File: src/rtl/uart_pkg.sv
// -----------------------------------------------------------------------------
// uart_pkg
// Shared types and defaults for the UART transmit scheduler.
//   sched_state_t : scheduler FSM states
//   DATA_W_DEF    : default character width
//   START_TO_DEF  : default cycles allowed for tdre to fall after a start strobe
// -----------------------------------------------------------------------------
package uart_pkg;

    typedef enum logic [2:0] {
        IDLE      = 3'd0,
        GRANT     = 3'd1,
        START     = 3'd2,
        WAIT_BUSY = 3'd3,
        WAIT_DONE = 3'd4
    } sched_state_t;

    localparam int DATA_W_DEF   = 8;
    localparam int START_TO_DEF = 16;

endpackage

File: src/rtl/rr_arbiter.sv
// -----------------------------------------------------------------------------
// rr_arbiter
// Combinational round-robin pick. The search starts one past the last served
// requester and wraps modulo NREQ, so the last winner has lowest priority.
// Ports:
//   req    : request vector
//   last   : index of the last served requester (held by the caller)
//   valid  : at least one request present
//   winner : index of the selected requester (meaningful when valid)
// -----------------------------------------------------------------------------
module rr_arbiter #(
    parameter int NREQ  = 4,
    parameter int IDX_W = $clog2(NREQ)
) (
    input  logic [NREQ-1:0]  req,
    input  logic [IDX_W-1:0] last,
    output logic             valid,
    output logic [IDX_W-1:0] winner
);

    logic [IDX_W-1:0] idx_s;

    // Scan offsets 1..NREQ from the last winner; first hit wins.
    always_comb begin
        valid  = 1'b0;
        winner = last;
        idx_s  = last;
        for (int k = 1; k <= NREQ; k++) begin
            idx_s = IDX_W'((int'(last) + k) % NREQ);
            if (!valid && req[idx_s]) begin
                valid  = 1'b1;
                winner = idx_s;
            end else begin
                valid  = valid;
            end
        end
    end

endmodule

File: src/rtl/uart_tx_scheduler.sv
// -----------------------------------------------------------------------------
// uart_tx_scheduler
// Shares one UART transmitter among NREQ requesters with round-robin
// arbitration. A grant captures the winner's byte onto tx_data, a one-cycle
// ready strobe starts the UART, and the UART's tdre flag is tracked through its
// busy (low) and empty (high) phases before a per-requester done pulse.
// Ports:
//   clk, clr_n    : clock (rising edge), asynchronous active-low reset
//   req, req_data : per-requester level request and byte (slot i at i*DATA_W)
//   gnt, done     : one-hot single-cycle grant / completion pulses
//   tx_data,ready : byte and start strobe to the UART
//   tdre          : UART transmit register empty (1 = idle)
//   busy, owner   : scheduler not idle; current or last granted requester
//   tx_count      : completed transmissions (wraps)
//   timeout_err   : sticky, tdre failed to fall within START_TO cycles
//   err_clr       : synchronous clear of timeout_err (a new timeout wins)
// -----------------------------------------------------------------------------
module uart_tx_scheduler
    import uart_pkg::*;
#(
    parameter int NREQ     = 4,
    parameter int DATA_W   = DATA_W_DEF,
    parameter int START_TO = START_TO_DEF,
    parameter int CNT_W    = 16
) (
    input  logic                     clk,
    input  logic                     clr_n,
    input  logic [NREQ-1:0]          req,
    input  logic [NREQ*DATA_W-1:0]   req_data,
    output logic [NREQ-1:0]          gnt,
    output logic [NREQ-1:0]          done,
    output logic [DATA_W-1:0]        tx_data,
    output logic                     ready,
    input  logic                     tdre,
    output logic                     busy,
    output logic [$clog2(NREQ)-1:0]  owner,
    output logic [CNT_W-1:0]         tx_count,
    output logic                     timeout_err,
    input  logic                     err_clr
);

    localparam int IDX_W = $clog2(NREQ);
    localparam int TO_W  = $clog2(START_TO + 1);
    localparam logic [NREQ-1:0] ONE_S = NREQ'(1'b1);

    sched_state_t       state_q, state_d;
    logic [NREQ-1:0]    gnt_q, gnt_d;
    logic [NREQ-1:0]    done_q, done_d;
    logic [DATA_W-1:0]  tx_data_q, tx_data_d;
    logic               ready_q, ready_d;
    logic               busy_q, busy_d;
    logic [IDX_W-1:0]   owner_q, owner_d;
    logic [IDX_W-1:0]   last_q, last_d;
    logic [CNT_W-1:0]   tx_count_q, tx_count_d;
    logic [TO_W-1:0]    to_cnt_q, to_cnt_d;
    logic               err_q, err_d;

    logic               arb_valid_s;
    logic [IDX_W-1:0]   arb_win_s;

    rr_arbiter #(
        .NREQ  (NREQ),
        .IDX_W (IDX_W)
    ) u_arb (
        .req    (req),
        .last   (last_q),
        .valid  (arb_valid_s),
        .winner (arb_win_s)
    );

    // Next-state and next-output logic for the scheduler FSM.
    always_comb begin
        state_d    = state_q;
        gnt_d      = '0;
        done_d     = '0;
        ready_d    = 1'b0;
        tx_data_d  = tx_data_q;
        owner_d    = owner_q;
        last_d     = last_q;
        tx_count_d = tx_count_q;
        to_cnt_d   = to_cnt_q;
        if (err_clr) begin
            err_d = 1'b0;
        end else begin
            err_d = err_q;
        end

        case (state_q)
            IDLE: begin
                // Grant only while the UART is empty; byte, owner and pointer
                // are latched here so they are already valid in the gnt cycle.
                if (arb_valid_s && tdre) begin
                    state_d   = GRANT;
                    gnt_d     = ONE_S << arb_win_s;
                    tx_data_d = req_data[int'(arb_win_s)*DATA_W +: DATA_W];
                    owner_d   = arb_win_s;
                    last_d    = arb_win_s;
                end else begin
                    state_d = IDLE;
                end
            end
            GRANT: begin
                ready_d = 1'b1;
                state_d = START;
            end
            START: begin
                to_cnt_d = '0;
                state_d  = WAIT_BUSY;
            end
            WAIT_BUSY: begin
                if (!tdre) begin
                    state_d = WAIT_DONE;
                end else if ((to_cnt_q + TO_W'(1'b1)) == TO_W'(START_TO)) begin
                    // Timeout set overrides a same-cycle err_clr.
                    to_cnt_d = to_cnt_q + TO_W'(1'b1);
                    err_d    = 1'b1;
                    state_d  = IDLE;
                end else begin
                    to_cnt_d = to_cnt_q + TO_W'(1'b1);
                end
            end
            WAIT_DONE: begin
                if (tdre) begin
                    done_d     = ONE_S << owner_q;
                    tx_count_d = tx_count_q + CNT_W'(1'b1);
                    state_d    = IDLE;
                end else begin
                    state_d = WAIT_DONE;
                end
            end
            default: begin
                state_d = IDLE;
            end
        endcase

        busy_d = (state_d != IDLE);
    end

    // Scheduler state and registered outputs.
    always_ff @(posedge clk or negedge clr_n) begin
        if (!clr_n) begin
            state_q    <= IDLE;
            gnt_q      <= '0;
            done_q     <= '0;
            tx_data_q  <= '0;
            ready_q    <= 1'b0;
            busy_q     <= 1'b0;
            owner_q    <= '0;
            last_q     <= IDX_W'(NREQ - 1);
            tx_count_q <= '0;
            to_cnt_q   <= '0;
            err_q      <= 1'b0;
        end else begin
            state_q    <= state_d;
            gnt_q      <= gnt_d;
            done_q     <= done_d;
            tx_data_q  <= tx_data_d;
            ready_q    <= ready_d;
            busy_q     <= busy_d;
            owner_q    <= owner_d;
            last_q     <= last_d;
            tx_count_q <= tx_count_d;
            to_cnt_q   <= to_cnt_d;
            err_q      <= err_d;
        end
    end

    assign gnt         = gnt_q;
    assign done        = done_q;
    assign tx_data     = tx_data_q;
    assign ready       = ready_q;
    assign busy        = busy_q;
    assign owner       = owner_q;
    assign tx_count    = tx_count_q;
    assign timeout_err = err_q;

endmodule
File: config.mk
export PLATFORM = sky130hd
export DESIGN_NAME = uart_tx_scheduler
export DESIGN_NICKNAME = d
export VERILOG_FILES = /design/src/rtl/uart_pkg.sv /design/src/rtl/rr_arbiter.sv /design/src/rtl/uart_tx_scheduler.sv
export SDC_FILE = /design/constraint.sdc
export NUM_CORES = 1
export LEC_CHECK = 0
export CORE_MARGIN = 2
export CORE_UTILIZATION = 41
export DETAILED_ROUTE_END_ITERATION = 7
export GPL_ROUTABILITY_DRIVEN = 0
export HOLD_SLACK_MARGIN = 0.06
export PLACE_DENSITY = 0.81
export SYNTH_ARGS = -nofsm -noshare
export SYNTH_HDL_FRONTEND = slang
export SYNTH_SLANG_ARGS = --single-unit
File: constraint.sdc
create_clock -name clk -period 2 [get_ports clk]
set_clock_uncertainty 0.15 [all_clocks]
set_input_delay 0.4 -clock clk [delete_from_list [all_inputs] [get_ports clk]]
set_output_delay 0.4 -clock clk [all_outputs]
set_load 0.02 [all_outputs]
Word level (Yosys, flattened, before mapping)
Cells that the tools add are included.
{ "totals": {"in_bits": 40, "wordCells": 75, "ff_bits": 47} }
{ "classes": {"muxes": 32, "eq_ne": 6, "addsub": 6, "order_cmp": 4, "n_reduce_logical": 13, "shifts": 3} }
{ "op_table": {"columns": ["op", "n"], "rows": [
  ["variable part select 32 x 6 -> 8 bit", 1],
  ["adder 16 x 1 -> 16 bit, second input constant", 1],
  ["two-way mux 4 bit", 4],
  ["one-hot mux 3 bit (5 select lines)", 1],
  ["two-way mux 1 bit", 14],
  ["< comparator 2 x 3 -> 1 bit, second input constant", 4],
  ["one-hot mux 5 bit (2 select lines)", 1],
  ["two-way mux 3 bit", 3],
  ["binary-select mux 1 bit (select 2 bit)", 4],
  ["two-way mux 2 bit", 4],
  ["<< shifter 1 x 2 -> 4 bit, first input constant", 2],
  ["equality test 3 x 2 -> 1 bit, second input constant", 2],
  ["AND reduction 2 bit", 3],
  ["adder 5 x 1 -> 5 bit, second input constant", 1],
  ["equality test 5 bit, second input constant", 1],
  ["two-way mux 5 bit", 1],
  ["adder 2 x 1 -> 2 bit, second input constant", 2],
  ["adder 2 bit, second input constant", 2],
  ["logical AND 1 bit", 4],
  ["equality test 3 x 1 -> 1 bit, second input constant", 1],
  ["equality test 3 bit, second input constant", 1],
  ["zero test 1 bit", 3],
  ["zero test 3 bit", 1],
  ["nonzero test 3 bit", 1],
  ["2 further kinds", 2]
]} }

Depth between registers and ports, before layout
{ "depth": {"word_depth": 17, "depth_mapped": 7, "mapped_depth_nobuf": 6} }

Hierarchy
Synthesis repeated with hierarchy kept, for this count alone.
{ "unflattened": {"cells_unflattened": 191, "hier_area_um2": 2294.7} }
{ "modules_own_cells": {"columns": ["module", "cells_each", "instances", "area_per_inst_um2", "seq_area_each_um2"], "rows": [
  ["uart_tx_scheduler", 177, 1, 2212.1, 1178.6],
  ["rr_arbiter", 14, 1, 82.6, 0.0]
]} }

Worst setup path before layout
No wires, ideal clock.
{ "synth_path": {"kind": "reg-to-reg", "start": "register last_q[0]", "end": "register tx_data_q[2] (netlist: tx_data[2])", "setup_slack_ns": 0.142, "stages_incl_launch_ff": 7, "required_ns": 1.722, "period_less_slack_ns": 1.858, "t_arrival_ns": 1.580, "path_cell_list": "dfstp_2 -> nand2b_1 -> a21oi_2 -> or3_4 -> buf_6 -> a211oi_1 -> a211oi_1"} }
{ "synth_via": {"elab_chain_len": 15} }
{ "synth_rtl": {"columns": ["item", "line_no", "source"], "rows": [
  ["from (decl)", "uart_tx_scheduler.sv:53", "logic [IDX_W-1:0] last_q, last_d;"],
  ["from (signal assigned)", "uart_tx_scheduler.sv:149", "last_q <= IDX_W'(NREQ - 1);"],
  ["from (signal assigned)", "uart_tx_scheduler.sv:161", "last_q <= last_d;"],
  ["parallel branches: the longest is 15 deep, another holds adder 2 x 1 -> 2 bit", null, null],
  ["to (signal assigned)", "uart_tx_scheduler.sv:157", "tx_data_q <= tx_data_d;"],
  ["to (decl)", "uart_tx_scheduler.sv:49", "logic [DATA_W-1:0] tx_data_q, tx_data_d;"]
]} }
Several ways; the timed one is not identified. The select of a mux whose other input is x is not followed.
A chain may end at the register's enable or synchronous reset.

Worst setup path after layout
{ "layout_path": {"start": "register tx_count_q[4] (netlist: tx_count[4])", "end": "output port tx_count[4]"} }
{ "layout_rtl": {"columns": ["item", "line_no", "source"], "rows": [
  ["from (decl)", "uart_tx_scheduler.sv:54", "logic [CNT_W-1:0] tx_count_q, tx_count_d;"],
  ["from (signal assigned)", "uart_tx_scheduler.sv:162", "tx_count_q <= tx_count_d;"],
  ["to (decl)", "uart_tx_scheduler.sv:37", "output logic [CNT_W-1:0] tx_count,"]
]} }
No word-level cell between the ends.

==> impl.org <==
** Final layout
- At the end of the flow, the number of nets in the layout was ~370.
- Synthesis-to-finish area growth :: 54.5%
- Cells with a size suffix above 1 make up 18.5% of the layout.
- Count of fill cells added during filler insertion :: 433
- Inserted Diodes :: 0

** Timing
- The final max-slew violation count came to 0.
- The final hold violation count is 0.
- In this run the tightest slew margin relative to its limit is a little over two thirds.
- At the pin with the least slew margin, the transition time is around 0.45 ns.
- Setup repair after global routing could not meet its margin everywhere.
- The worst path needs between 1.5 and 2 ns of the cycle, external delays included.
- Crit share post-route :: a little over nine tenths
- Final Hold Slack :: ~0.34 ns
- Setup violations remaining at the end of the flow were counted as 0.
- Achievable clock frequency :: about 510 MHz

** GRT
- Total GRT Usage :: between 10% and 20%
- Largest net degree at the start of global routing :: 48
- The first global-routing pass estimated just over 9 mm of wire.
- Antenna violations before repair :: 0
- GR Overflow Total :: 0
- The via count of the first global-routing pass is approximately 2000.

** Synth
- Library cell occupying the most area in the post-synthesis netlist :: sky130_fd_sc_hd__dfrtp_1
- Mean Syn Cell Area :: 10.5 sq um
- Post-Syn Instances :: between 200 and 250
- Ys flop type :: sky130_fd_sc_hd__dfrtp_1
- Yosys warning count :: 0
- After synthesis, the share of flip-flops with an asynchronous set or reset is 100%.
- Counting flops with a built-in enable in the synthesized netlist gives 0.
- Ranking of synthesized cells by area :: sky130_fd_sc_hd__dfrtp_1 (50%), sky130_fd_sc_hd__a211oi_1 (4.3%), sky130_fd_sc_hd__xnor2_1 (4.3%), sky130_fd_sc_hd__nand2_1 (4.1%), sky130_fd_sc_hd__nor2_1 (3.5%)
- Count of distinct cell types in the synthesized netlist :: 47
- The share of synthesized area in the top cell type comes to 49.7%.
- The number of nets in the synthesized netlist is around 260.
- Netlist Area Pre-Place :: approximately 2300 sq um
- For this run, the register share of the synthesized area comes to 52.0%.
- Flops & latches, synth :: 47

** Worst setup path
- STA puts the critical path data arrival time at between 1 and 1.5 ns.
- Broken down by cell family, the worst path's largest delay share belongs to buffers and inverters.
- The worst setup path is captured at an output port.
- Largest incremental delay on the critical path :: approximately 0.64 ns
- Total buffers and inverters traversed by the critical path :: 1
- CP Depth :: 1
- By startpoint and endpoint, the worst setup path is classified as reg -> out.
- Critical path cell sequence :: clkdlybuf4s50_1
- Critical Path Slowest Stage Cell :: sky130_fd_sc_hd__clkdlybuf4s50_1
- Peak fanout along the critical path :: 6
- Depth of the worst register-to-register path :: 6
- Required time at the endpoint of the critical path :: ~1.5 ns
- Crit start category :: register

** CTS
- TritonCTS built the clock tree.
- Clock-pin slew was measured on the worst setup and hold paths at about 0.090 ns.
- Number of clock sinks :: 47
- CTS placed an instance of sky130_fd_sc_hd__clkbuf_8 at the clock tree root.
- Maximum buffer depth of the clock tree :: 2
- The H-tree was split into 2 levels.
- Number of CTS-inserted buffers :: 5
- Clk Latency, worst-skew pair :: approximately 0.30 ns

** Floorplanning
- The die covers just over 6000 sq um.
- Die Width :: 78.3 um
- Measured along the y axis, the die boundary spans between 70 and 80 um.
- Starting density of the core :: around two fifths
- Ports :: slightly below 80
- The region available for standard cell placement spans 5410 sq um.
- Number of placement rows :: 27

** Run status
- The flow ran to the end, and the final reports show no timing, DRC or antenna violations.

** Detailed routing
- Number of DRC markers after the initial detailed-route iteration :: between 60 and 70
- Summing over every cut layer, the via total after detailed routing is 2037.
- Average detailed-routed wire length per instance :: ~13 um
- The first TritonRoute pass finished after 4 iterations.
- Detailed-route wire length :: roughly 5.3 mm
- Post-route DRC violation count :: 0
- Antenna-violating nets left :: 0
- After detailed routing, the number of vias per cell comes to between 5 and 6.

** Power
- Post-route total power :: between 3 and 4 mW
- VDD sags by at most between 0.5 and 0.6 mV.
- Power per cell area :: ~1100 nW/um^2
- In this run the static leakage power is 1.53 nW.

** Placement
- During placement, the flow inserted port buffers numbering between 70 and 80.
- After legalization and detailed placement, the total HPWL measured 3.96 mm.

** Min path
- Along the worst hold path, the cell count comes to 1.
- In this run the worst hold path is classified as reg -> reg.

** Job
- The tool flagged a number of max-cap violations equal to 0.
## synthesized netlist by cell type (3+ instances only)
library cell	n
sky130_fd_sc_hd__nand2_1	25
sky130_fd_sc_hd__a211oi_2	3
sky130_fd_sc_hd__nor2_1	21
sky130_fd_sc_hd__a211oi_1	13
sky130_fd_sc_hd__a21oi_1	7
sky130_fd_sc_hd__nor2b_1	3
sky130_fd_sc_hd__xnor2_1	11
sky130_fd_sc_hd__xor2_1	7
sky130_fd_sc_hd__dfrtp_1	45
sky130_fd_sc_hd__o21ai_0	7
sky130_fd_sc_hd__mux2i_1	5
sky130_fd_sc_hd__nand2b_1	4
sky130_fd_sc_hd__nand3_1	10
sky130_fd_sc_hd__and3_1	6
sky130_fd_sc_hd__nor3_1	6
sky130_fd_sc_hd__inv_1	4
## timing repair
item                                    in CTS  in global routing
buffers inserted                             1                  2
endpoints found under the hold margin       45                  0
pin swaps                                    1                  0
resized for setup                           12                  5
hold buffers                                 1                  0
endpoints found under the setup margin      10                  8
## layout by cell type (no fill, tap or decap), types with 3 or more instances in the layout
cell                              synthesis  layout
sky130_fd_sc_hd__clkdlybuf4s50_1          0      70
sky130_fd_sc_hd__dfrtp_1                 45      45
sky130_fd_sc_hd__buf_4                    2      27
sky130_fd_sc_hd__nand2_1                 25      25
sky130_fd_sc_hd__nor2_1                  21      21
sky130_fd_sc_hd__xnor2_1                 11      11
sky130_fd_sc_hd__a211oi_1                13      11
sky130_fd_sc_hd__nand3_1                 10      10
sky130_fd_sc_hd__o21ai_0                  7       7
sky130_fd_sc_hd__a21oi_1                  7       7
sky130_fd_sc_hd__xor2_1                   7       7
sky130_fd_sc_hd__nor3_1                   6       6
sky130_fd_sc_hd__and3_1                   6       6
sky130_fd_sc_hd__a211oi_2                 3       5
sky130_fd_sc_hd__clkbuf_8                 0       5
sky130_fd_sc_hd__dlygate4sd2_1            0       5
sky130_fd_sc_hd__inv_1                    4       4
sky130_fd_sc_hd__nand2b_1                 4       3
sky130_fd_sc_hd__mux2i_1                  5       3
sky130_fd_sc_hd__nor2b_1                  3       3
## area by class of cell
class,count,area [sq um],area share [%]
clock buffer,5,68.8,1.97
clock inverter,3,47.5,1.36
inverter,4,15.0,0.429
multi-input combinational,159,1100,31.3
sequential,47,1180,33.7
tap,72,90.1,2.58
timing repair buffer,106,1000,28.6
## final timing paths
| kind | start | endpoint | slack, ns |
|---|---|---|---|
| max | tx_count[4]$_DFFE_PN0P_ | tx_count[4] | 0.06 |
| min | tx_count[9]$_DFFE_PN0P_ | tx_count[9]$_DFFE_PN0P_ | 0.34 |
| max reg2reg | last_q[1]$_DFFE_PN1P_ | tx_data[4]$_DFFE_PN0P_ | 0.07 |
| min reg2reg | tx_count[9]$_DFFE_PN0P_ | tx_count[9]$_DFFE_PN0P_ | 0.34 |
| max in group asynchronous | clr_n | last_q[0]$_DFFE_PN1P_ | 0.97 |
| min in group asynchronous | clr_n | tx_count[7]$_DFFE_PN0P_ | 0.44 |
## per-layer routing
layer  routed length, um  track usage, %  share of wire (%)
met5                   0               0                  0
met3                 263            4.48                4.9
met1                2330            23.1                 44
met4                  44            6.84               0.83
met2                2680            31.1                 50
## per-stage QoR
stage	TNS, ns	utilization (%)	cell area (sq um)	cells	worst slack (ns)
after floorplan	0	-	2260	215	0.142
after global placement	-7.03	61.0	3300	384	-0.423
after detailed placement	-7.13	61.0	3300	384	-0.441
after CTS	0	63.9	3460	394	0.0249
after global routing	-0.0982	64.7	3500	396	-0.0268
final	0	64.7	3500	396	0.0581
## registers in the layout, summed over array words and instances (netlist names)
signal / cells
state_q: 3
owner: 2
timeout_err: 1
tx_data: 8
ready: 1
gnt: 4
to_cnt_q: 5
busy: 1
last_q: 2
tx_count: 16
done: 4
## kinds of logic (layout without fill, tap and decap cells)
| group | count (synthesis) | count (layout) | synth area share, % |
|---|---|---|---|
| AO/OA/AOI/OAI | 43 | 43 | 14.1 |
| AND/OR/NAND/NOR | 90 | 90 | 20.9 |
| XOR/XNOR | 18 | 18 | 6.96 |
| flip-flops | 47 | 47 | 52.0 |
| buffers and inverters | 9 | 118 | 2.21 |
| adder cells (fa/ha/maj) | 2 | 2 | 1.10 |
| multiplexers | 6 | 6 | 2.71 |
## where the power goes
group / total [mW] / switching (mW) / internal [mW]
sequential: 1.41 / 0.227 / 1.19
clock: 0.714 / 0.335 / 0.379
combinational: 1.77 / 0.875 / 0.895
Power figures use the tool's default switching activity.
